[src/rtl/cy_motion_ctrl.sv]
// Player movement, facing and attack controller producing sprite position and frame index.
// Optional macro CY_WRAP_EN makes the horizontal axis wrap instead of clamp.
`timescale 1ns/1ps
module cy_motion_ctrl #(
    parameter int SCREEN_H = 640,
    parameter int SCREEN_V = 480,
    parameter int SIZE     = 20,
    parameter int STEP     = 2,
    parameter int START_H  = 310,
    parameter int START_V  = 230,
    parameter int ANIM_DIV = 8,
    parameter int ATK_LEN  = 16,
    parameter int ATK_CD   = 32
) (
    input  logic       clk,
    input  logic       rst,
    input  logic       tick,
    input  logic       W_signal,
    input  logic       A_signal,
    input  logic       S_signal,
    input  logic       D_signal,
    input  logic       J_signal,
    output logic [9:0] pos_h,
    output logic [9:0] pos_v,
    output logic [1:0] dir,
    output logic [3:0] sprite_idx,
    output logic       attack_active,
    output logic       moving
);
    localparam int MAX_H = SCREEN_H - SIZE;
    localparam int MAX_V = SCREEN_V - SIZE;
    localparam int TW    = $clog2((ATK_LEN > ATK_CD) ? ATK_LEN : ATK_CD);
    localparam int AW    = $clog2(ANIM_DIV);
    localparam logic signed [10:0] STEP_S  = 11'(STEP);
    localparam logic signed [10:0] MAX_H_S = 11'(MAX_H);
    localparam logic signed [10:0] MAX_V_S = 11'(MAX_V);

    localparam logic [1:0] DIR_FRONT = 2'd0;
    localparam logic [1:0] DIR_BACK  = 2'd1;
    localparam logic [1:0] DIR_LEFT  = 2'd2;
    localparam logic [1:0] DIR_RIGHT = 2'd3;

    typedef enum logic [1:0] {
        IDLE     = 2'd0,
        ATTACK   = 2'd1,
        COOLDOWN = 2'd2
    } state_t;

    state_t        state, state_n;
    logic [TW-1:0] timer, timer_n;
    logic [AW-1:0] anim_cnt, anim_cnt_n;
    logic          phase, phase_n;
    logic          j_prev;
    logic [9:0]    pos_h_n, pos_v_n;
    logic [1:0]    dir_n;
    logic [3:0]    sprite_n;
    logic          moving_n;

    logic                go_left, go_right, go_up, go_down, j_edge, frozen;
    logic signed [10:0]  h_try, v_try;

    always_ff @(posedge clk or posedge rst) begin
        if (rst) begin
            state      <= IDLE;
            timer      <= '0;
            anim_cnt   <= '0;
            phase      <= 1'b0;
            j_prev     <= 1'b0;
            pos_h      <= 10'(START_H);
            pos_v      <= 10'(START_V);
            dir        <= DIR_FRONT;
            sprite_idx <= 4'd1;
            moving     <= 1'b0;
        end else if (tick) begin
            state      <= state_n;
            timer      <= timer_n;
            anim_cnt   <= anim_cnt_n;
            phase      <= phase_n;
            j_prev     <= J_signal;
            pos_h      <= pos_h_n;
            pos_v      <= pos_v_n;
            dir        <= dir_n;
            sprite_idx <= sprite_n;
            moving     <= moving_n;
        end
    end

    assign attack_active = (state == ATTACK);

    always_comb begin
        state_n    = state;
        timer_n    = timer;
        anim_cnt_n = anim_cnt;
        phase_n    = phase;
        pos_h_n    = pos_h;
        pos_v_n    = pos_v;
        dir_n      = dir;
        sprite_n   = sprite_idx;
        moving_n   = 1'b0;

        go_left  = A_signal & ~D_signal;
        go_right = D_signal & ~A_signal;
        go_up    = W_signal & ~S_signal;
        go_down  = S_signal & ~W_signal;
        j_edge   = J_signal & ~j_prev;
        // The tick that starts an attack is already frozen.
        frozen   = (state == ATTACK) || ((state == IDLE) && j_edge);

        case (state)
            IDLE: begin
                if (j_edge) begin
                    state_n = ATTACK;
                    timer_n = '0;
                end
            end
            ATTACK: begin
                if (timer == TW'(ATK_LEN - 1)) begin
                    state_n = COOLDOWN;
                    timer_n = '0;
                end else begin
                    timer_n = timer + 1'b1;
                end
            end
            COOLDOWN: begin
                if (timer == TW'(ATK_CD - 1)) begin
                    state_n = IDLE;
                    timer_n = '0;
                end else begin
                    timer_n = timer + 1'b1;
                end
            end
            default: begin
                state_n = IDLE;
                timer_n = '0;
            end
        endcase

        h_try = $signed({1'b0, pos_h});
        if (go_left)  h_try = h_try - STEP_S;
        if (go_right) h_try = h_try + STEP_S;
        v_try = $signed({1'b0, pos_v});
        if (go_up)    v_try = v_try - STEP_S;
        if (go_down)  v_try = v_try + STEP_S;

        if (!frozen) begin
`ifdef CY_WRAP_EN
            if (h_try < 11'sd0)        pos_h_n = 10'(MAX_H);
            else if (h_try > MAX_H_S)  pos_h_n = 10'd0;
            else                       pos_h_n = h_try[9:0];
`else
            if (h_try < 11'sd0)        pos_h_n = 10'd0;
            else if (h_try > MAX_H_S)  pos_h_n = 10'(MAX_H);
            else                       pos_h_n = h_try[9:0];
`endif
            if (v_try < 11'sd0)        pos_v_n = 10'd0;
            else if (v_try > MAX_V_S)  pos_v_n = 10'(MAX_V);
            else                       pos_v_n = v_try[9:0];

            if (go_up)         dir_n = DIR_BACK;
            else if (go_down)  dir_n = DIR_FRONT;
            else if (go_left)  dir_n = DIR_LEFT;
            else if (go_right) dir_n = DIR_RIGHT;
        end

        moving_n = (pos_h_n != pos_h) || (pos_v_n != pos_v);

        if (moving_n) begin
            if (anim_cnt == AW'(ANIM_DIV - 1)) begin
                anim_cnt_n = '0;
                phase_n    = ~phase;
            end else begin
                anim_cnt_n = anim_cnt + 1'b1;
            end
        end else begin
            anim_cnt_n = '0;
            phase_n    = 1'b0;
        end

        // Frame for the state this tick produces; attack pose overrides walking.
        if (state_n == ATTACK) begin
            sprite_n = 4'd11 + {2'b00, dir_n};
        end else begin
            case (dir_n)
                DIR_FRONT: sprite_n = !moving_n ? 4'd1 : (phase_n ? 4'd3 : 4'd2);
                DIR_BACK:  sprite_n = !moving_n ? 4'd4 : (phase_n ? 4'd6 : 4'd5);
                DIR_LEFT:  sprite_n = (moving_n && !phase_n) ? 4'd8 : 4'd7;
                default:   sprite_n = (moving_n && !phase_n) ? 4'd10 : 4'd9;
            endcase
        end
    end
endmodule

[config.mk]
export PLATFORM = sky130hd
export DESIGN_NAME = cy_motion_ctrl
export DESIGN_NICKNAME = d
export VERILOG_FILES = /design/src/rtl/cy_motion_ctrl.sv
export SDC_FILE = /design/constraint.sdc
export NUM_CORES = 1
export LEC_CHECK = 0
export ABC_AREA = 1
export ABC_CLOCK_PERIOD_IN_PS = 3400
export CAP_MARGIN = 20
export CORE_UTILIZATION = 45
export CTS_BUF_LIST = sky130_fd_sc_hd__clkbuf_4 sky130_fd_sc_hd__clkbuf_8
export CTS_CLUSTER_SIZE = 8
export DETAILED_ROUTE_END_ITERATION = 8
export DONT_BUFFER_PORTS = 1
export PLACE_DENSITY = 0.71
export SYNTH_ARGS = -nofsm -noshare
export SYNTH_HDL_FRONTEND = slang
export SYNTH_SLANG_ARGS = --single-unit
[constraint.sdc]
create_clock -name clk -period 3.4 [get_ports clk]
set_clock_uncertainty 0.15 [all_clocks]
set_input_delay 0.68 -clock clk [delete_from_list [all_inputs] [get_ports clk]]
set_output_delay 0.68 -clock clk [all_outputs]
set_load 0.02 [all_outputs]
==> flow_summary.toml, run 1 <==
[power]
clkPwrFrac_pct = 9.9
p_leak_nw = 2.33
combPwrFrac_pct = 66.8
p_sw_share_pct = 52.1
powerDensity_nw_per_um2 = 902
vdd_drop_max_uv = 517
power_switching_w = 0.00210
p_seq_share_pct = 23.3
intPower_w = 0.00193

[synthesis]
synth-compound-area-share_pct = 9.80
synth_top_family_by_area = "simple AND/OR/NAND/NOR gates"
async_reset_ff_share_pct = 100
synth_ff_type = "dfrtp_1"
yosys.area_share.xor_xnor_pct = 1.19
synthTopCellsByArea = "nand2_1, dfrtp_1, nand3_1"
ys.warnings.count = 0
ys_seq_area_share_pct = 26.9
yosysTopAreaCellShare_pct = 19.2
synthesis.nets = 624
muxShareOfSynthArea_pct = 0
synth_cell_type_count = 36
synthAdderAreaFrac_pct = 6.47
yosysMostFrequentCell = "nand2_1"
synth_top_area_cell = "nand2_1"
synth.avg_cell_area_um2 = 6.16
netlist_top_cells_count = "nand2_1, nand3_1, inv_1"
yosys_register_bits = 39
synthSimpleGateAreaFrac_pct = 45.3
netlist_area_um2 = 3680
synth-edff-count = 0
syn_inst = 597

[worst_setup_path]
start_kind = "flop"
crit_fanout = 7
reg2reg_from = "pos_h[1]"
r2r.worst_path.cells = 23
r2r_end = "anim_cnt[1]"
cp_cell_sequence = "inv_2 -> ha_4 -> o21ai_4 -> ha_2 -> nand4_1 -> nor2_2 -> nand3_2 -> nor2_1 -> nand2_1 -> a21oi_2 -> buf_4 -> inv_2 -> nand2_2 -> o21ai_2 -> nand3b_1 -> nor2_1 -> nand3_1 -> nor2_2 -> nand2_4 -> buf_4 -> buf_4 -> nand3_1 -> nand2_1"
max_stage_delay_ns = 0.54
cpMaxStageDelayCell = "dfstp_2"
crit_path_end_kind = "flop"
cp.required_ns = 3.43
r2r_slack_ns = -0.19
crit_arrival_ns = 3.62
crit_top_cell = "buf_4"
critPathKind = "reg2reg"

[clock_network]
root_buffer = "clkbuf_8"
clk_pin_slew_ns = 0.08
clock_path_buffers = 2
ctsHoldBuffers = 0
clkLatencyLatePin_ns = 0.29
h-tree-depth = 2
cts_buffers = 5
cts_tree = "yes"
clkSinkCount = 39

[sta]
drv_slew = 0
fin_crit_ns = 3.59
tns_ns = -1.31
holdWs_ns = 0.242
hold_viol_final = 0
setup_viol = 9
setup_ws_ns = -0.194
finalCritPeriodShare_pct = 106
tightestPinTransition_ns = 0.611
fmax_mhz = 278
rsz0062_at_grt = "true"
slew_headroom_pct = 59.0

[finish]
ff_latch_area_um2 = 990
final_cells = 759
postLayoutCoreUtil_pct = 57.2
fill_cells = 767
drive_gt1_share_pct = 24.4
area_growth_pct = 21.6
n_antenna_cell = 0
nets = 683
multi_input_area_um2 = 2440

[drt]
drt-total-wl_um = 10400
wl_per_cell_um = 13.8
antenna_left = 0
drt_first_pass_iters = 6
drc_errors = 0
vias_per_cell = 5.40
vias = 4100
drtIter0Drc = 302

[global_route]
grt_antenna_before_repair = 0
grt_max_degree = 40
gr-total-overflow = 0
track_usage_pct = 24.8
grt_pass1_wl_um = 17100
grt_pass1_vias = 3790

[placement]
portBuffers = 0
place.gp.congestion = 0.947
dp_hpwl_um = 7950
place_inst = 741

[die]
rows = 32
start_util_pct = 47.1
die_x_um = 92.4
dieArea_um2 = 8530
core_um2 = 7810
io_pins = 36
die_h_um = 92.4

[min_path]
min_path_type = "in2async"

[status]
status = "finished, violations left"
violations = "setup timing"

[job]
cap_violations = 0
==> flip-flops by register name (all words and copies together) (netlist names) <==
| register | count |
|---|---|
| state | 2 |
| phase | 1 |
| moving | 1 |
| pos_v | 10 |
| anim_cnt | 3 |
| j_prev | 1 |
| timer | 5 |
| sprite_idx | 4 |
| pos_h | 10 |
| dir | 2 |
==> metrics by stage <==
| stage | area [µm²] | total power [W] | setup slack (ns) |
|---|---|---|---|
| floorplan | 3700 | 0.00262 | 0.0117 |
| global placement | 4180 | 0.00335 | -0.128 |
| detailed placement | 4180 | 0.00340 | -0.137 |
| CTS | 4370 | 0.00389 | -0.0714 |
| global route | 4470 | 0.00439 | -0.392 |
| finish | 4470 | 0.00403 | -0.194 |
==> logic make-up (layout without fill, tap and decap cells) <==
| kind of cell | count (synthesis) | in the layout |
|---|---|---|
| AND/OR/NAND/NOR | 373 | 374 |
| buffers and inverters | 99 | 158 |
| AO/OA/AOI/OAI | 62 | 62 |
| flip-flops | 39 | 39 |
| adder cells (fa/ha/maj) | 19 | 19 |
| XOR/XNOR | 5 | 5 |
==> how the worst max path moves through the flow <==
stage                   from             to  cells after the start
global placement    D_signal  sprite_idx[1]                     25
global route        pos_h[1]    anim_cnt[1]                     25
floorplan           pos_v[1]  sprite_idx[1]                     29
finish              pos_h[1]    anim_cnt[1]                     23
CTS                 pos_h[1]  sprite_idx[1]                     27
detailed placement  D_signal  sprite_idx[1]                     26
==> cells in the final DEF (no fill, tap or decap), types with 4 or more instances in the layout <==
master	instances
nand2_1	177
nand3_1	70
inv_1	68
buf_4	59
nor2_1	52
dfrtp_1	28
nand4_1	23
nand2_2	21
inv_2	20
o21ai_0	19
o22ai_1	16
ha_1	16
dfstp_2	11
nor2_2	10
a21oi_1	9
nand3_2	5
o21ai_2	5
clkbuf_8	5
xor2_1	4
==> routing by layer <==
layer | up-vias | track usage, % | share of wire, %
met4 | 0 | 5.73 | 1.1
met5 | - | 0 | 0
met3 | 9 | 3.45 | 5.4
met2 | 110 | 40.9 | 47
li1 | 2059 | - | -
met1 | 1922 | 34.3 | 46
==> cell type report <==
class / instances / share of cell area [%]
flip-flops and latches: 39 / 22.1
multi-input cells: 460 / 54.6
well taps: 102 / 2.86
clock buffers: 6 / 1.71
clock inverters: 2 / 0.840
repair buffers: 61 / 10.4
inverters: 89 / 7.47
==> power by group through the flow <==
| stage | registers, W | logic (W) | clock network (W) |
|---|---|---|---|
| 3_5_place_dp | 0.000942 | 0.00245 | 0 |
| 2_1_floorplan | 0.000965 | 0.00165 | 0 |
| 5_1_grt | 0.000966 | 0.00300 | 0.000427 |
| 6_report | 0.000940 | 0.00269 | 0.000397 |
| 4_1_cts | 0.000935 | 0.00255 | 0.000406 |
| 3_3_place_gp | 0.000937 | 0.00242 | 0 |
==> critical path, delay by kind of cell, from the launching register on <==
kind,cells,cell delay (ns)
and+or+nand+nor,13,1.42
DFF,1,0.54
buffers and inverters,5,0.51
adders and majority gates,2,0.44
AOI/OAI and AO/OA,3,0.41
==> timing repair <==
action,in CTS,in global routing
resized for setup,10,23
buffers inserted,7,3
setup endpoints to repair,6,10
pin swaps,3,14
endpoints found under the hold margin,0,0
cloned,0,1
Power figures use the tool's default switching activity.
==> run 2: changes to the inputs <==
CORE_ASPECT_RATIO = 1.2   (was not set)
==> run 2 against run 1 <==
The run ends with DRC, setup timing left; utilization up 0.73 points; first-iteration DRC count down 21%; highest routed layer unchanged; non-clock buffer count down 5; critical path depth up 4; critical path type unchanged; largest power group unchanged; wire length up 4.1%; via count up 0.15%.
==> flow_summary.toml, run 2 (same netlist as run 1, synthesis figures left out) <==
[status]
violations = "DRC, setup timing"
status = "finished, violations left"

[clock_network]
clk_pin_slew_ns = 0.08
root_buffer = "clkbuf_8"
clock_path_buffers = 2
cts_buffers = 5
clkSinkCount = 39
ctsHoldBuffers = 0
clkLatencyLatePin_ns = 0.29
cts_tree = "yes"
h-tree-depth = 2

[finish]
drive_gt1_share_pct = 27.3
nets = 678
n_antenna_cell = 0
reg_top3 = "pos_h x10, pos_v x10, timer x5"
area_growth_pct = 22.9
final_common_cell = "nand2_1"
final_cells = 744
layout_common_cells = "nand2_1, inv_1, nand3_1"

[sta]
setup_viol = 9
hold_viol_final = 0
fin_crit_ns = 3.52
setup_ws_ns = -0.120
drv_slew = 0
finalCritPeriodShare_pct = 104
rsz0062_at_grt = "true"
tns_ns = -0.665
holdWs_ns = 0.234
slew_headroom_pct = 54.8
fmax_mhz = 284
tightestPinTransition_ns = 0.674

[drt]
drc_errors = 4
drtIter0Drc = 239
drt_first_pass_iters = 9
vias_per_cell = 5.52
antenna_left = 0
vias = 4106
wl_per_cell_um = 14.6
drt-total-wl_um = 10900

[worst_setup_path]
crit_path_end_kind = "flop"
critPathKind = "reg2reg"
r2r_end = "sprite_idx[2]"
crit_end = "sprite_idx[2]"
start_kind = "flop"
r2r.worst_path.cells = 27
reg2reg_from = "pos_v[1]"
cp.required_ns = 3.48
crit_arrival_ns = 3.60
crit_fanout = 6
critPathLaunch = "pos_v[1]"
r2r_slack_ns = -0.12

[global_route]
track_usage_pct = 25.1
grt_antenna_before_repair = 0
grt_max_degree = 40
grt_pass1_vias = 3746
gr-total-overflow = 0
grt_pass1_wl_um = 17300

[die]
die_h_um = 101
io_pins = 36
dieArea_um2 = 8540
core_um2 = 7790
rows = 35
die_x_um = 84.5
start_util_pct = 47.2

[power]
vdd_drop_max_uv = 604
powerDensity_nw_per_um2 = 901
p_leak_nw = 2.34

[placement]
dp_hpwl_um = 7910
place_inst = 723
portBuffers = 0
place.gp.congestion = 0.914

[job]
cap_violations = 0

[min_path]
min_path_type = "in2async"
[run 2: cell types whose count changed in the layout (fill, tap and decap cells not counted), moves of 2 or more]
| cell | before | now |
|---|---|---|
| nand2_4 | 3 | 5 |
| nor2_1 | 52 | 48 |
| nand3_1 | 70 | 61 |
| nand3_4 | 0 | 3 |
| o21ai_1 | 3 | 6 |
| nand2_2 | 21 | 28 |
| nand3_2 | 5 | 11 |
| nor2_2 | 10 | 13 |
| o21ai_2 | 5 | 3 |
| nand2_1 | 177 | 168 |
| buf_4 | 59 | 54 |
[run 2: how the worst min path moves through the flow]
| stage | end | slack (ns) |
|---|---|---|
| 2_1_floorplan | anim_cnt[1] | 0.30 |
| 3_3_place_gp | anim_cnt[2] | 0.32 |
| 3_5_place_dp | anim_cnt[1] | 0.33 |
| 4_1_cts | timer[4] | 0.26 |
| 5_1_grt | pos_v[8] | 0.29 |
| 6_report | pos_v[8] | 0.23 |
[run 2: per-stage QoR]
step / cell area (µm²) / total power, W / utilization [%] / setup slack, ns
after floorplan: 3700 / 0.00262 / - / 0.0117
after global placement: 4100 / 0.00329 / 52.6 / -0.133
after detailed placement: 4100 / 0.00335 / 52.6 / -0.161
after CTS: 4280 / 0.00378 / 54.9 / -0.0415
after global routing: 4520 / 0.00441 / 58.0 / -0.297
final: 4520 / 0.00407 / 58.0 / -0.120
[run 2: metal layers]
layer  wire length (µm)  track usage [%]  vias to the layer above
met1               4470             30.6                     1882
met5                  0                0                        -
met3                632             3.36                       29
met2               5500             45.5                      140
met4                263             8.60                        0
li1                   -                -                     2055
[run 2: worst max-delay path, stage by stage (launching register included)]
cell     delay [ns]
dfstp_2        0.54
inv_2          0.05
ha_4           0.23
o21ai_2        0.15
ha_2           0.21
nand4_1        0.10
inv_2          0.09
buf_6          0.09
nand3_2        0.06
nand2_1        0.09
nor2_1         0.06
nor2_2         0.17
nand3_4        0.17
nand3_4        0.13
nand2_2        0.08
nand2_2        0.08
nand2_1        0.05
nor2_1         0.09
nand2_1        0.05
nor2_1         0.09
nand3_1        0.10
nor2_2         0.14
nand2_4        0.10
nand2_4        0.07
nand2_2        0.06
o21ai_1        0.11
nand3_1        0.08
nand2_1        0.07
[run 2: what timing repair did]
item / CTS / global route
buffers inserted: 3 / 9
cloned: 0 / 1
hold endpoints to repair: 0 / 0
resized for setup: 17 / 46
pin swaps: 19 / 39
endpoints found under the setup margin: 6 / 9
[run 2: final cells by class]
cell class	instances	area (µm²)
Inverter	89	334
Clock inverter	1	5.00
Timing Repair Buffer	56	428
Clock buffer	7	83.8
Multi-Input combinational cell	460	2560
Tap cell	92	115
Fill cell	725	3280
Sequential cell	39	990
[run 2: power by group]
group          switching, W  total [W]  leakage [nW]  internal [W]
combinational       0.00175    0.00282          1.82       0.00107
clock              0.000162   0.000322        0.0491      0.000160
sequential         0.000265   0.000928         0.471      0.000663
total               0.00218    0.00407          2.34       0.00189
